==> config.mk <==
export PLATFORM = sky130hd
export DESIGN_NAME = sysref_generator_flat
export DESIGN_NICKNAME = d
export VERILOG_FILES = /design/src/rtl/sysref_generator_if.sv /design/src/rtl/sysref_generator.sv /design/src/flat_wrapper.sv
export SDC_FILE = /design/constraint.sdc
export NUM_CORES = 1
export LEC_CHECK = 0
export ABC_AREA = 1
export BUFFER_PORTS_ARGS = -buffer_cell sky130_fd_sc_hd__buf_2
export CAP_MARGIN = 40
export CORE_ASPECT_RATIO = 1.4
export CORE_MARGIN = 1.5
export CORE_UTILIZATION = 63
export CTS_CLUSTER_DIAMETER = 150
export DETAILED_ROUTE_END_ITERATION = 8
export HOLD_SLACK_MARGIN = 0.1
export PLACE_DENSITY = 0.84
export SLEW_MARGIN = 20
export SYNTH_ARGS = -nofsm -noshare
export SYNTH_HDL_FRONTEND = slang
export SYNTH_SLANG_ARGS = --single-unit
==> constraint.sdc <==
create_clock -name master_clock -period 3.5 [get_ports master_clock]
set_input_delay 0.7 -clock master_clock [delete_from_list [all_inputs] [get_ports master_clock]]
set_output_delay 0.7 -clock master_clock [all_outputs]
set_load 0.005 [all_outputs]
==> src/rtl/sysref_generator_if.sv <==
// Control/status bundle for sysref_generator: the slave modport is the generator,
// the master modport is whoever programs and starts it.
interface sysref_generator_if #(
  parameter int HP_W    = 16,
  parameter int BURST_W = 8
);
  logic [HP_W-1:0]    half_period;
  logic               burst_mode;
  logic [BURST_W-1:0] burst_count;
  logic               start;
  logic               stop;
  logic               user_sysref_adc;
  logic               user_sysref_dac;
  logic               busy;
  logic               done;

  modport master (
    output half_period,
    output burst_mode,
    output burst_count,
    output start,
    output stop,
    input  user_sysref_adc,
    input  user_sysref_dac,
    input  busy,
    input  done
  );

  modport slave (
    input  half_period,
    input  burst_mode,
    input  burst_count,
    input  start,
    input  stop,
    output user_sysref_adc,
    output user_sysref_dac,
    output busy,
    output done
  );
endinterface

==> src/rtl/sysref_generator.sv <==
// 50%-duty SYSREF pulse generator (continuous or burst) with clean stop handling.
// Optional DAC skew delay line is compiled in only when SYSREF_DAC_SKEW_EN is defined.
module sysref_generator #(
  parameter int HP_W    = 16,
  parameter int BURST_W = 8
) (
  input  logic                 master_clock,
  input  logic                 aresetn,
`ifdef SYSREF_DAC_SKEW_EN
  input  logic [1:0]           dac_skew,
`endif
  sysref_generator_if.slave    bus
);

  localparam logic [1:0] S_IDLE  = 2'd0;
  localparam logic [1:0] S_HIGH  = 2'd1;
  localparam logic [1:0] S_LOW   = 2'd2;
  localparam logic [1:0] S_DRAIN = 2'd3;

  localparam logic [HP_W-1:0]    HP_ONE    = {{(HP_W-1){1'b0}}, 1'b1};
  localparam logic [BURST_W-1:0] BURST_ONE = {{(BURST_W-1){1'b0}}, 1'b1};

  logic [1:0]         r_state;
  logic [HP_W-1:0]    r_cnt;
  logic [BURST_W-1:0] r_pulse;
  logic [HP_W-1:0]    r_hp;
  logic               r_burst_mode;
  logic [BURST_W-1:0] r_burst_cnt;
  logic               r_armed;
  logic               r_adc;
  logic               r_dac;
  logic               r_busy;
  logic               r_done;

  logic [1:0]         w_state_next;
  logic [HP_W-1:0]    w_cnt_next;
  logic [BURST_W-1:0] w_pulse_next;
  logic               w_adc_next;
  logic               w_done_next;
  logic               w_load;
  logic               w_cnt_last;
  logic               w_burst_last;
  logic [BURST_W-1:0] w_burst_target;
  logic               w_dac_next;

  // A count of 0 wraps to all-ones here, which yields 2^BURST_W pulses.
  assign w_burst_target = r_burst_cnt - BURST_ONE;
  assign w_cnt_last     = (r_cnt == r_hp);
  assign w_burst_last   = r_burst_mode && (r_pulse == w_burst_target);

  always_comb begin
    w_state_next = r_state;
    w_cnt_next   = r_cnt;
    w_pulse_next = r_pulse;
    w_adc_next   = r_adc;
    w_done_next  = 1'b0;
    w_load       = 1'b0;
    case (r_state)
      S_IDLE: begin
        if (r_armed && bus.start && !bus.stop) begin
          w_load       = 1'b1;
          w_state_next = S_HIGH;
          w_cnt_next   = '0;
          w_pulse_next = '0;
          w_adc_next   = 1'b1;
        end
      end
      S_HIGH: begin
        if (w_cnt_last) begin
          w_cnt_next = '0;
          w_adc_next = 1'b0;
          if (bus.stop) begin
            w_state_next = S_IDLE;
            w_done_next  = 1'b1;
          end else begin
            w_state_next = S_LOW;
          end
        end else begin
          w_cnt_next = r_cnt + HP_ONE;
          if (bus.stop) begin
            w_state_next = S_DRAIN;
          end
        end
      end
      S_LOW: begin
        if (bus.stop) begin
          w_state_next = S_IDLE;
          w_cnt_next   = '0;
          w_done_next  = 1'b1;
        end else if (w_cnt_last) begin
          w_cnt_next = '0;
          if (w_burst_last) begin
            w_state_next = S_IDLE;
            w_done_next  = 1'b1;
          end else begin
            w_state_next = S_HIGH;
            w_adc_next   = 1'b1;
            w_pulse_next = r_pulse + BURST_ONE;
          end
        end else begin
          w_cnt_next = r_cnt + HP_ONE;
        end
      end
      S_DRAIN: begin
        // Finish the high phase already on the wire so no runt pulse escapes.
        if (w_cnt_last) begin
          w_state_next = S_IDLE;
          w_cnt_next   = '0;
          w_adc_next   = 1'b0;
          w_done_next  = 1'b1;
        end else begin
          w_cnt_next = r_cnt + HP_ONE;
        end
      end
      default: begin
        w_state_next = S_IDLE;
        w_cnt_next   = '0;
        w_adc_next   = 1'b0;
      end
    endcase
  end

  always_ff @(posedge master_clock or negedge aresetn) begin
    if (!aresetn) begin
      r_state      <= S_IDLE;
      r_cnt        <= '0;
      r_pulse      <= '0;
      r_hp         <= HP_ONE;
      r_burst_mode <= 1'b0;
      r_burst_cnt  <= '0;
      r_armed      <= 1'b0;
      r_adc        <= 1'b0;
      r_busy       <= 1'b0;
      r_done       <= 1'b0;
    end else begin
      // First edge after reset release only arms; start is honoured from the second.
      r_armed <= 1'b1;
      r_state <= w_state_next;
      r_cnt   <= w_cnt_next;
      r_pulse <= w_pulse_next;
      r_adc   <= w_adc_next;
      r_busy  <= (w_state_next != S_IDLE);
      r_done  <= w_done_next;
      if (w_load) begin
        r_hp         <= (bus.half_period == '0) ? HP_ONE : bus.half_period;
        r_burst_mode <= bus.burst_mode;
        r_burst_cnt  <= bus.burst_count;
      end
    end
  end

`ifdef SYSREF_DAC_SKEW_EN
  logic       r_hist [0:1];
  logic       w_chain [0:2];

  assign w_chain[0] = r_adc;

  genvar gi;
  generate
    for (gi = 0; gi < 2; gi++) begin : g_hist
      assign w_chain[gi+1] = r_hist[gi];
      always_ff @(posedge master_clock or negedge aresetn) begin
        if (!aresetn) begin
          r_hist[gi] <= 1'b0;
        end else begin
          r_hist[gi] <= w_chain[gi];
        end
      end
    end
  endgenerate

  // Selecting from the pre-register value keeps skew 0 cycle-aligned with adc.
  always_comb begin
    w_dac_next = w_adc_next;
    case (dac_skew)
      2'd0:    w_dac_next = w_adc_next;
      2'd1:    w_dac_next = w_chain[0];
      2'd2:    w_dac_next = w_chain[1];
      default: w_dac_next = w_chain[2];
    endcase
  end
`else
  assign w_dac_next = w_adc_next;
`endif

  always_ff @(posedge master_clock or negedge aresetn) begin
    if (!aresetn) begin
      r_dac <= 1'b0;
    end else begin
      r_dac <= w_dac_next;
    end
  end

  assign bus.user_sysref_adc = r_adc;
  assign bus.user_sysref_dac = r_dac;
  assign bus.busy            = r_busy;
  assign bus.done            = r_done;

endmodule

==> src/flat_wrapper.sv <==
// flat-port wrapper written by rule: the top's interface ports become plain ports
module sysref_generator_flat 
#(
  parameter int HP_W    = 16,
  parameter int BURST_W = 8
)
  (master_clock, aresetn, bus_half_period, bus_burst_mode, bus_burst_count, bus_start, bus_stop, bus_user_sysref_adc, bus_user_sysref_dac, bus_busy, bus_done);
  sysref_generator_if #(.HP_W(HP_W), .BURST_W(BURST_W)) bus_i ();
  input  logic master_clock;
  input  logic aresetn;
  input wire logic [$bits(bus_i.half_period)-1:0] bus_half_period;
  input wire logic [$bits(bus_i.burst_mode)-1:0] bus_burst_mode;
  input wire logic [$bits(bus_i.burst_count)-1:0] bus_burst_count;
  input wire logic [$bits(bus_i.start)-1:0] bus_start;
  input wire logic [$bits(bus_i.stop)-1:0] bus_stop;
  output wire logic [$bits(bus_i.user_sysref_adc)-1:0] bus_user_sysref_adc;
  output wire logic [$bits(bus_i.user_sysref_dac)-1:0] bus_user_sysref_dac;
  output wire logic [$bits(bus_i.busy)-1:0] bus_busy;
  output wire logic [$bits(bus_i.done)-1:0] bus_done;
  assign bus_i.half_period = bus_half_period;
  assign bus_i.burst_mode = bus_burst_mode;
  assign bus_i.burst_count = bus_burst_count;
  assign bus_i.start = bus_start;
  assign bus_i.stop = bus_stop;
  assign bus_user_sysref_adc = bus_i.user_sysref_adc;
  assign bus_user_sysref_dac = bus_i.user_sysref_dac;
  assign bus_busy = bus_i.busy;
  assign bus_done = bus_i.done;
  sysref_generator #(.HP_W(HP_W), .BURST_W(BURST_W)) u_core (.master_clock(master_clock), .aresetn(aresetn), .bus(bus_i));
endmodule
### Yosys cells after proc, flatten, opt, wreduce, memory -nomap -nowiden

Cells that the tools add are included.

| storage, ports and cells | value |
|---|---|
| register bits | 55 |
| input bits | 29 |
| output and inout bits | 4 |
| word-level logic and storage cells | 68 |

| operators by class | value |
|---|---|
| add/subtract/negate cells | 3 |
| equality and inequality tests | 10 |
| mux-type cells | 34 |
| reduce and logical (&&, ||, !) cells | 11 |

Operators by type and width:

| kind | number |
|---|---|
| two-way mux 16 bit | 4 |
| one-hot mux 16 bit (3 select lines) | 1 |
| two-way mux 8 bit | 4 |
| adder 16 x 1 -> 16 bit, second input constant | 1 |
| equality test 16 bit | 1 |
| logical NOT 16 bit | 1 |
| one-hot mux 8 bit (2 select lines) | 1 |
| two-way mux 1 bit | 14 |
| two-way mux 2 bit | 7 |
| AND reduction 5 bit | 2 |
| adder 8 x 1 -> 8 bit, second input constant | 1 |
| equality test 8 bit | 1 |
| one-hot mux 2 bit (4 select lines) | 1 |
| subtractor 8 x 1 -> 8 bit, second input constant | 1 |
| inequality test 2 x 1 -> 1 bit, second input constant | 3 |
| one-hot mux 1 bit (3 select lines) | 2 |
| equality test 2 bit, second input constant | 2 |
| inequality test 2 bit, second input constant | 2 |
| nonzero test 2 bit | 2 |
| logical AND 1 bit | 3 |
| equality test 2 x 1 -> 1 bit, second input constant | 1 |
| logical NOT 2 bit | 1 |
| OR reduction 2 bit | 1 |
| logical NOT 1 bit | 1 |

### Longest topological paths before layout

Gate-level depths: netlist of run 1.

| depth | value |
|---|---|
| depth in word-level cells | 8 |
| mapped depth | 15 |
| gate-level depth less buffers | 15 |

### Least setup slack after synthesis of run 1

Ideal clock, no wire load.

| path | value |
|---|---|
| kind | input -> register |
| start point | in bus_stop |
| end point | reg u_core.r_cnt[11] |
| library setup time | 0.119 ns |
| arrival | 1.595 ns |
| data required time | 3.381 ns |
| setup slack | 1.786 ns |
| stages on the path | 10 |
| path buffers | 0 |
| cell sequence | inv_4 -> nand3_2 -> nand2_4 -> inv_4 -> nor2_4 -> nand2_2 -> nor3_2 -> nand2_1 -> xor2_1 -> nor2_2 |

| on the way | value |
|---|---|
| word-level cells in the longest chain between the ends | 3 |
| elaborated cells on any way between the ends | 5 |
| classes of those cells | eq/ne (1); mux (2); reduce/logical (2) |

RTL lines:

| element | RTL line | source |
|---|---|---|
| start: declaration | flat_wrapper.sv:15 | `input wire logic [$bits(bus_i.stop)-1:0] bus_stop;` |
| logical NOT 1 bit | sysref_generator.sv:60 | `if (r_armed && bus.start && !bus.stop) begin` |
| logical AND 1 bit | sysref_generator.sv:60 |  |
| inequality test 2 x 1 -> 1 bit (no source line) | - |  |
| end signal: assignment | sysref_generator.sv:139 | `r_cnt <= w_cnt_next;` |
| end: declaration | sysref_generator.sv:24 | `logic [HP_W-1:0] r_cnt;` |

Parallel ways exist; a longest one is shown, timed or not.
A chain may end at the register's enable or synchronous reset.

### Final worst setup path of run 1

| path | value |
|---|---|
| start point | reg u_core.r_cnt[13] |
| end point | reg u_core.r_cnt[6] |

| on the way | value |
|---|---|
| word-level cells in the longest chain between the ends | 4 |

RTL lines:

| element | RTL line | source |
|---|---|---|
| equality test 16 bit (*) | sysref_generator.sv:48 | `assign w_cnt_last = (r_cnt == r_hp);` |
| two-way mux 16 bit (*) | sysref_generator.sv:69, sysref_generator.sv:90, sysref_generator.sv:106 |  |
| two-way mux 16 bit | sysref_generator.sv:86 | `if (bus.stop) begin` |
| one-hot mux 16 bit (3 select lines) (*) | sysref_generator.sv:58 | `case (r_state)` |

Mark *: on every way between the ends. The rest lies on a longest branch, timed or not.

==> results of run 1 <==
-- routing by layer --
layer  global-route usage (%)  vias to the layer above
met5                        0                        -
met4                    9.091                        0
met3                    3.881                       11
met2                    51.45                       31
met1                    29.08                     1251
li1                         -                     1342
-- path summary, 6_finish.rpt --
| kind | start | cells after the start | slack [ns] | end |
|---|---|---|---|---|
| hold reg to reg | u_core.bus.user_sysref_adc$_DFFE_PN0P_ | 2 | 0.50 | u_core.bus.user_sysref_adc$_DFFE_PN0P_ |
| max in group asynchronous | aresetn | 2 | 2.27 | u_core.r_cnt[1]$_DFFE_PN0P_ |
| setup reg to reg | u_core.r_cnt[13]$_DFFE_PN0P_ | 7 | 1.48 | u_core.r_cnt[6]$_DFFE_PN0P_ |
| setup / recovery | u_core.r_cnt[13]$_DFFE_PN0P_ | 7 | 1.48 | u_core.r_cnt[6]$_DFFE_PN0P_ |
| hold / removal | aresetn | 1 | 0.41 | u_core.r_cnt[12]$_DFFE_PN0P_ |
| min in group master_clock | u_core.bus.user_sysref_adc$_DFFE_PN0P_ | 2 | 0.50 | u_core.bus.user_sysref_adc$_DFFE_PN0P_ |
-- sequential cells by signal, summed over array words and instances (netlist names) --
signal / count
u_core.r_cnt: 16
u_core.r_hp: 16
u_core.r_burst_cnt: 8
u_core.r_pulse: 8
u_core.r_state: 2
u_core.bus.busy: 1
u_core.bus.done: 1
u_core.bus.user_sysref_adc: 1
u_core.r_armed: 1
u_core.r_burst_mode: 1
-- power breakdown --
part | switching (mW) | internal [mW] | total [mW]
sequential | 0.188 | 0.831 | 1.02
clock | 0.199 | 0.143 | 0.342
combinational | 0.456 | 0.295 | 0.751
total | 0.843 | 1.27 | 2.11
-- cell usage in the layout, fill, tap and decap left out, drive strengths merged --
cell type	synthesis	layout
a21oi	6	6
a31oi	1	1
buf	7	34
clkbuf	3	8
conb	1	1
dfrtp	54	54
dfstp	1	1
ha	3	3
inv	36	36
nand2	142	142
nand3	29	29
nand4	4	4
nor2	60	60
nor3	5	5
nor3b	7	7
nor4	4	4
o21ai	16	16
o21bai	1	1
o22ai	1	1
xnor2	5	5
xor2	25	25
-- synthesized netlist by cell type (5+ instances only) --
cell     number
nand2_1     137
dfrtp_1      54
nor2_1       50
inv_1        30
xor2_1       25
nand3_1      17
o21ai_0      15
nand3_2      12
nor2_2        7
a21oi_1       5
xnor2_1       5
-- logic make-up after synthesis --
family | after synthesis | share of synthesized area [%]
other cells | 1 | 0.1173
buf+inv | 46 | 6.184
flops | 55 | 43.09
compound gates | 25 | 4.188
simple gates | 251 | 37.02
xor+xnor | 30 | 8.219
fa+ha+maj | 3 | 1.174
-- area by class of cell --
type,count,area [um2],share of cell area [%]
Multi-Input combinational cell,310,1622,46.67
Clock buffer,8,80.08,2.305
Tap cell,64,80.08,2.305
Timing Repair Buffer,34,175.2,5.041
Sequential cell,55,1378,39.65
Inverter,36,140.1,4.033
==> reports/qor.txt, run 1 <==
Outcome -> completed
Max-slew headroom -> 52.44%
Gr ovfl total -> 0
Final worst slack -> 1.484 ns
Final Util -> 71.21%
Ys async rst share -> 100.0%
Post-synthesis sequential area ratio -> 43.09%
RSZ-0062 raised after global routing -> false
Total power -> 2.111 mW
Vias -> 2635
CP max stage cell -> a21oi_2
Number of fill cells -> 426
Delay-heaviest family, CP -> simple AND/OR/NAND/NOR gates
CTS Hold Bufs -> 0
CTS tree -> yes
Max Clk Rate -> 496.1 MHz
DRT Pass-1 Iters -> 4
Area leader, netlist -> dfrtp_1
Final Max Slew Viols -> 0
First-pass GRT wire length -> 11.48 mm
Initial antenna violation count -> 0
Setup bufs post-CTS -> 0
Root buf cell -> clkbuf_8
Synth Instances -> 411
Syn Std Cell Area -> 3197 um2
Post-DP Area -> 3395 um2
Nets@finish -> 474
CTS resizes -> 0
Die Footprint -> 5517 um2
Core area -> 4880 um2
1st-iter DRT viols -> 128
Crit path top cell by count -> nor2_1
YS warnings -> 0
Crit-path max FO -> 12
Clock skew -> 0.01472 ns
EDFF count, synth -> 0
Cell area after layout -> 3475 um2
Clock latency on the worst-skew pair -> 0.31 ns
Syn avg cell area -> 7.778 um2
P&R area growth vs syn -> 8.689%
Final cycle utilization of the critical path -> 57.59%
Worst vdd ir -> 0.3793 mV
Max Cap Violations -> 0
PwrDens -> 607.7 nW/um2
Met3 routed WL -> 116 um
Die X-Extent -> 63.21 um
Starting Density -> 65.51%
# diodes -> 0
#FFs+latches synth -> 55
Synth Flop Type -> dfrtp_1
Post-Place Cells -> 499
Post-DP HPWL -> 4.836 mm
Critical path class -> reg2reg
# rows -> 30
Worst path max stage delay -> 0.60 ns
DRC viols -> 0
Setup TNS -> 0 ns
Final Hold Viols -> 0
WP data arrival -> 2.18 ns
Cts bufs inserted -> 5
Synthesized Nets -> 443
Path type of the worst min-delay path -> in2async
CP required -> 3.67 ns
Clock transition at path regs -> 0.10 ns
Post-synth top area share -> 42.27%
Top Layer Used -> met4
Pre-CTS setup slack -> 1.460 ns
Synth area leaders -> dfrtp_1, nand2_1, xor2_1
Share of cells above drive strength 1 -> 18.06%
CTS Sinks -> 55
CP Buf/Inv Count -> 0
Vias in the first global route -> 2621
Avg WL per Cell -> 12.84 um
Chip Height -> 87.29 um
Minimum clock period -> 2.016 ns
Pleak -> 1.744 nW
Endpoints failing setup -> 0
WHS -> 0.4085 ns
M1 WL -> 2.602 mm
# IOs -> 33
H-tree Lvls -> 2
Worst-path cell chain -> xor2_1, nor2_1, nand2_1, nor2_1, nand2_4, a21oi_2, nor3b_1
Slew @ Worst Pin -> 0.7134 ns
IO buf count -> 32
Routed WL -> 6.508 mm
Crit start category -> register
Global-route usage over all layers -> 26.44%
Post-synth cell types -> 34
Fin cells -> 507
Post-DRT Antenna Nets -> 0
Largest net degree at the start of global routing -> 33
GP Congestion -> 0.8646
CTS Buffer Depth -> 2
DR vias/cell -> 5.197
Crit. End Element -> register
WL met2 -> 3.639 mm
No activity file was read; power rests on OpenSTA's default activity.
==> inputs of run 2 (changes only) <==
--- a/config.mk
+++ b/config.mk
@@ -10,11 +10,11 @@
 export CAP_MARGIN = 40
 export CORE_ASPECT_RATIO = 1.4
 export CORE_MARGIN = 1.5
-export CORE_UTILIZATION = 63
+export CORE_UTILIZATION = 59
 export CTS_CLUSTER_DIAMETER = 150
 export DETAILED_ROUTE_END_ITERATION = 8
 export HOLD_SLACK_MARGIN = 0.1
-export PLACE_DENSITY = 0.84
+export PLACE_DENSITY = 0.8
 export SLEW_MARGIN = 20
 export SYNTH_ARGS = -nofsm -noshare
 export SYNTH_HDL_FRONTEND = slang
==> constraint.sdc (replaced) <==
create_clock -name master_clock -period 1.95 [get_ports master_clock]
set_input_delay 0.39 -clock master_clock [delete_from_list [all_inputs] [get_ports master_clock]]
set_output_delay 0.39 -clock master_clock [all_outputs]
set_load 0.005 [all_outputs]
==> run 2 against run 1 <==
Final area rose by 2.7%. Global-route usage fell by 1.3 points. Core utilization fell by 2.6 points. Routed wire length rose by 2.6%. Clock-buffer cell count did not move. Final cell count rose by 1.2%. Sequential share of layout area fell by 1.0 points. First-iteration DRC count fell by 16%. Critical path type unchanged. Critical endpoint is now u_core.r_pulse[4]$_DFFE_PN0P_. Largest cell class unchanged.
==> reports/qor.txt, run 2 (synthesis results as in run 1) <==
Pint -> 2.386 mW
Root buf cell -> clkbuf_8
Clock transition at path regs -> 0.09 ns
Crit. End Element -> register
Crit-path max FO -> 8
Switching Fraction -> 39.23%
Vias -> 2683
Starting Density -> 61.51%
Post-DP HPWL -> 4.994 mm
Worst-case reg-to-reg path depth -> 12
Worst r2r src -> u_core.r_burst_cnt[0]$_DFFE_PN0P_
Endpoints failing setup -> 0
CTS tree -> yes
Routed WL -> 6.680 mm
Largest regs -> u_core.r_cnt x16, u_core.r_hp x16
CTS Buffer Depth -> 2
Clock latency on the worst-skew pair -> 0.30 ns
Fin cells -> 513
P&R area growth vs syn -> 11.59%
Max Clk Rate -> 547.8 MHz
Critical path class -> reg2reg
Global-route usage over all layers -> 25.15%
Initial antenna violation count -> 0
IO buf count -> 32
Die X-Extent -> 65.21 um
CP Buf/Inv Count -> 2
Outcome -> completed
Gr ovfl total -> 0
Cell area after layout -> 3567 um2
CTS Sinks -> 55
# rows -> 31
Min-Delay Endpoint -> u_core.r_burst_cnt[6]$_DFFE_PN0P_
DR vias/cell -> 5.230
GP Congestion -> 0.9268
GR Util met3 -> 3.004%
Reg2reg setup slack -> 0.12 ns
GRT Max-Usage Layer -> met2
Final cycle utilization of the critical path -> 93.61%
CP required -> 2.19 ns
Final worst slack -> 0.1246 ns
Chip Height -> 90.10 um
Pleak -> 1.783 nW
Hold_sp -> bus_burst_count[6]
Max-slew headroom -> 55.99%
Nets@finish -> 478
WP data arrival -> 2.07 ns
Crit Reg-Reg Endpoint -> u_core.r_pulse[4]$_DFFE_PN0P_
NetSw -> 1.540 mW
Met2 Use GR -> 46.51%
Clock power frac -> 17.1%
DRT Pass-1 Iters -> 4
Clock skew -> 0.01100 ns
Final Max Slew Viols -> 0
Post-Place Cells -> 503
Worst path max stage delay -> 0.41 ns
# diodes -> 0
H-tree Lvls -> 2
Total power -> 3.926 mW
Largest net degree at the start of global routing -> 37
Delay-heaviest family, CP -> simple AND/OR/NAND/NOR gates
Minimum clock period -> 1.825 ns
Most frequent cells in the layout -> nand2_1, dfrtp_1, nor2_1
Comb power frac -> 36.3%
Avg WL per Cell -> 13.02 um
Met1 Use GR -> 28.28%
Commonest non-fill, non-tap cell in the layout -> nand2_1
Core area -> 5197 um2
1st-iter DRT viols -> 108
CP max stage cell -> dfrtp_1
Vias in the first global route -> 2722
Max Cap Violations -> 0
First-pass GRT wire length -> 11.69 mm
Cts bufs inserted -> 5
Worst-path cell chain -> inv_2, ha_2, nand2_1, nand3_1, nor2_1, nand3_2, nor2_2, nand2_2, nand3_4, buf_8, nand3_2, nand2_1
Final Hold Viols -> 0
Die Footprint -> 5875 um2
DRC viols -> 0
Cell depth of the worst hold path -> 3
Levels on crit path -> 12
Post-DP Area -> 3425 um2
Slew @ Worst Pin -> 0.6541 ns
Pre-CTS setup slack -> 0.1466 ns
Crit start category -> register
Path type of the worst min-delay path -> in2reg
Share of cells above drive strength 1 -> 19.46%
Post-DRT Antenna Nets -> 0
PwrDens -> 1101 nW/um2
Worst vdd ir -> 0.6964 mV
Sequential fraction of design power -> 46.6%
# IOs -> 33
WHS -> 0.2906 ns
run 2: worst max path at each step:
| stage | startpoint | to | slack (ns) |
|---|---|---|---|
| 2_1_floorplan | u_core.r_burst_cnt[0]$_DFFE_PN0P_ | u_core.bus.busy$_DFF_PN0_ | 0.35 |
| 3_3_place_gp | u_core.r_burst_cnt[0]$_DFFE_PN0P_ | u_core.r_pulse[6]$_DFFE_PN0P_ | 0.21 |
| 3_5_place_dp | u_core.r_burst_cnt[0]$_DFFE_PN0P_ | u_core.r_pulse[5]$_DFFE_PN0P_ | 0.15 |
| 4_1_cts | u_core.r_burst_cnt[0]$_DFFE_PN0P_ | u_core.r_pulse[5]$_DFFE_PN0P_ | 0.13 |
| 5_1_grt | u_core.r_burst_cnt[0]$_DFFE_PN0P_ | u_core.r_pulse[3]$_DFFE_PN0P_ | -0.01 |
| 6_report | u_core.r_burst_cnt[0]$_DFFE_PN0P_ | u_core.r_pulse[4]$_DFFE_PN0P_ | 0.12 |
run 2: worst register-to-register path, stage by stage, from the launching register on:
cell and delay [ns]:
dfrtp_1 0.41, inv_2 0.10, ha_2 0.28, nand2_1 0.07, nand3_1 0.07, nor2_1 0.13
nand3_2 0.09, nor2_2 0.12, nand2_2 0.08, nand3_4 0.12, buf_8 0.15, nand3_2 0.07
nand2_1 0.09
run 2: power by group through the flow:
stage               clock, mW  combinational (mW)  sequential, mW
floorplan                   0                1.11            1.75
global placement            0                1.34            1.84
CTS                     0.693                1.41            1.82
finish                  0.673                1.42            1.83
global route            0.739                1.63            1.88
detailed placement          0                1.40            1.85
run 2: metal layers:
| metal | share of wire (%) | up-vias |
|---|---|---|
| li1 | - | 1358 |
| met4 | 3.3 | 0 |
| met1 | 39 | 1268 |
| met3 | 2.1 | 18 |
| met5 | 0 | - |
| met2 | 55 | 39 |
run 2: layout make-up:
class,count,area [um2]
inverter,36,140.1
multi-input combinational,310,1639
timing repair buffer,38,227.7
fill,466,1630
clock buffer,8,100.1
sequential,55,1378
tap,66,82.58
run 2: metrics by stage:
stage / setup TNS (ns) / util, %
after global placement: 0 / 65.89
final: 0 / 68.63
after detailed placement: 0 / 65.89
after global routing: -0.02389 / 68.63
after CTS: 0 / 68.01
after floorplan: 0 / -
run 2: what timing repair did:
item	CTS	global route
resized for setup	0	6
hold endpoints to repair	18	0
hold buffers	1	0
endpoints found under the setup margin	0	9
buffers inserted	0	1
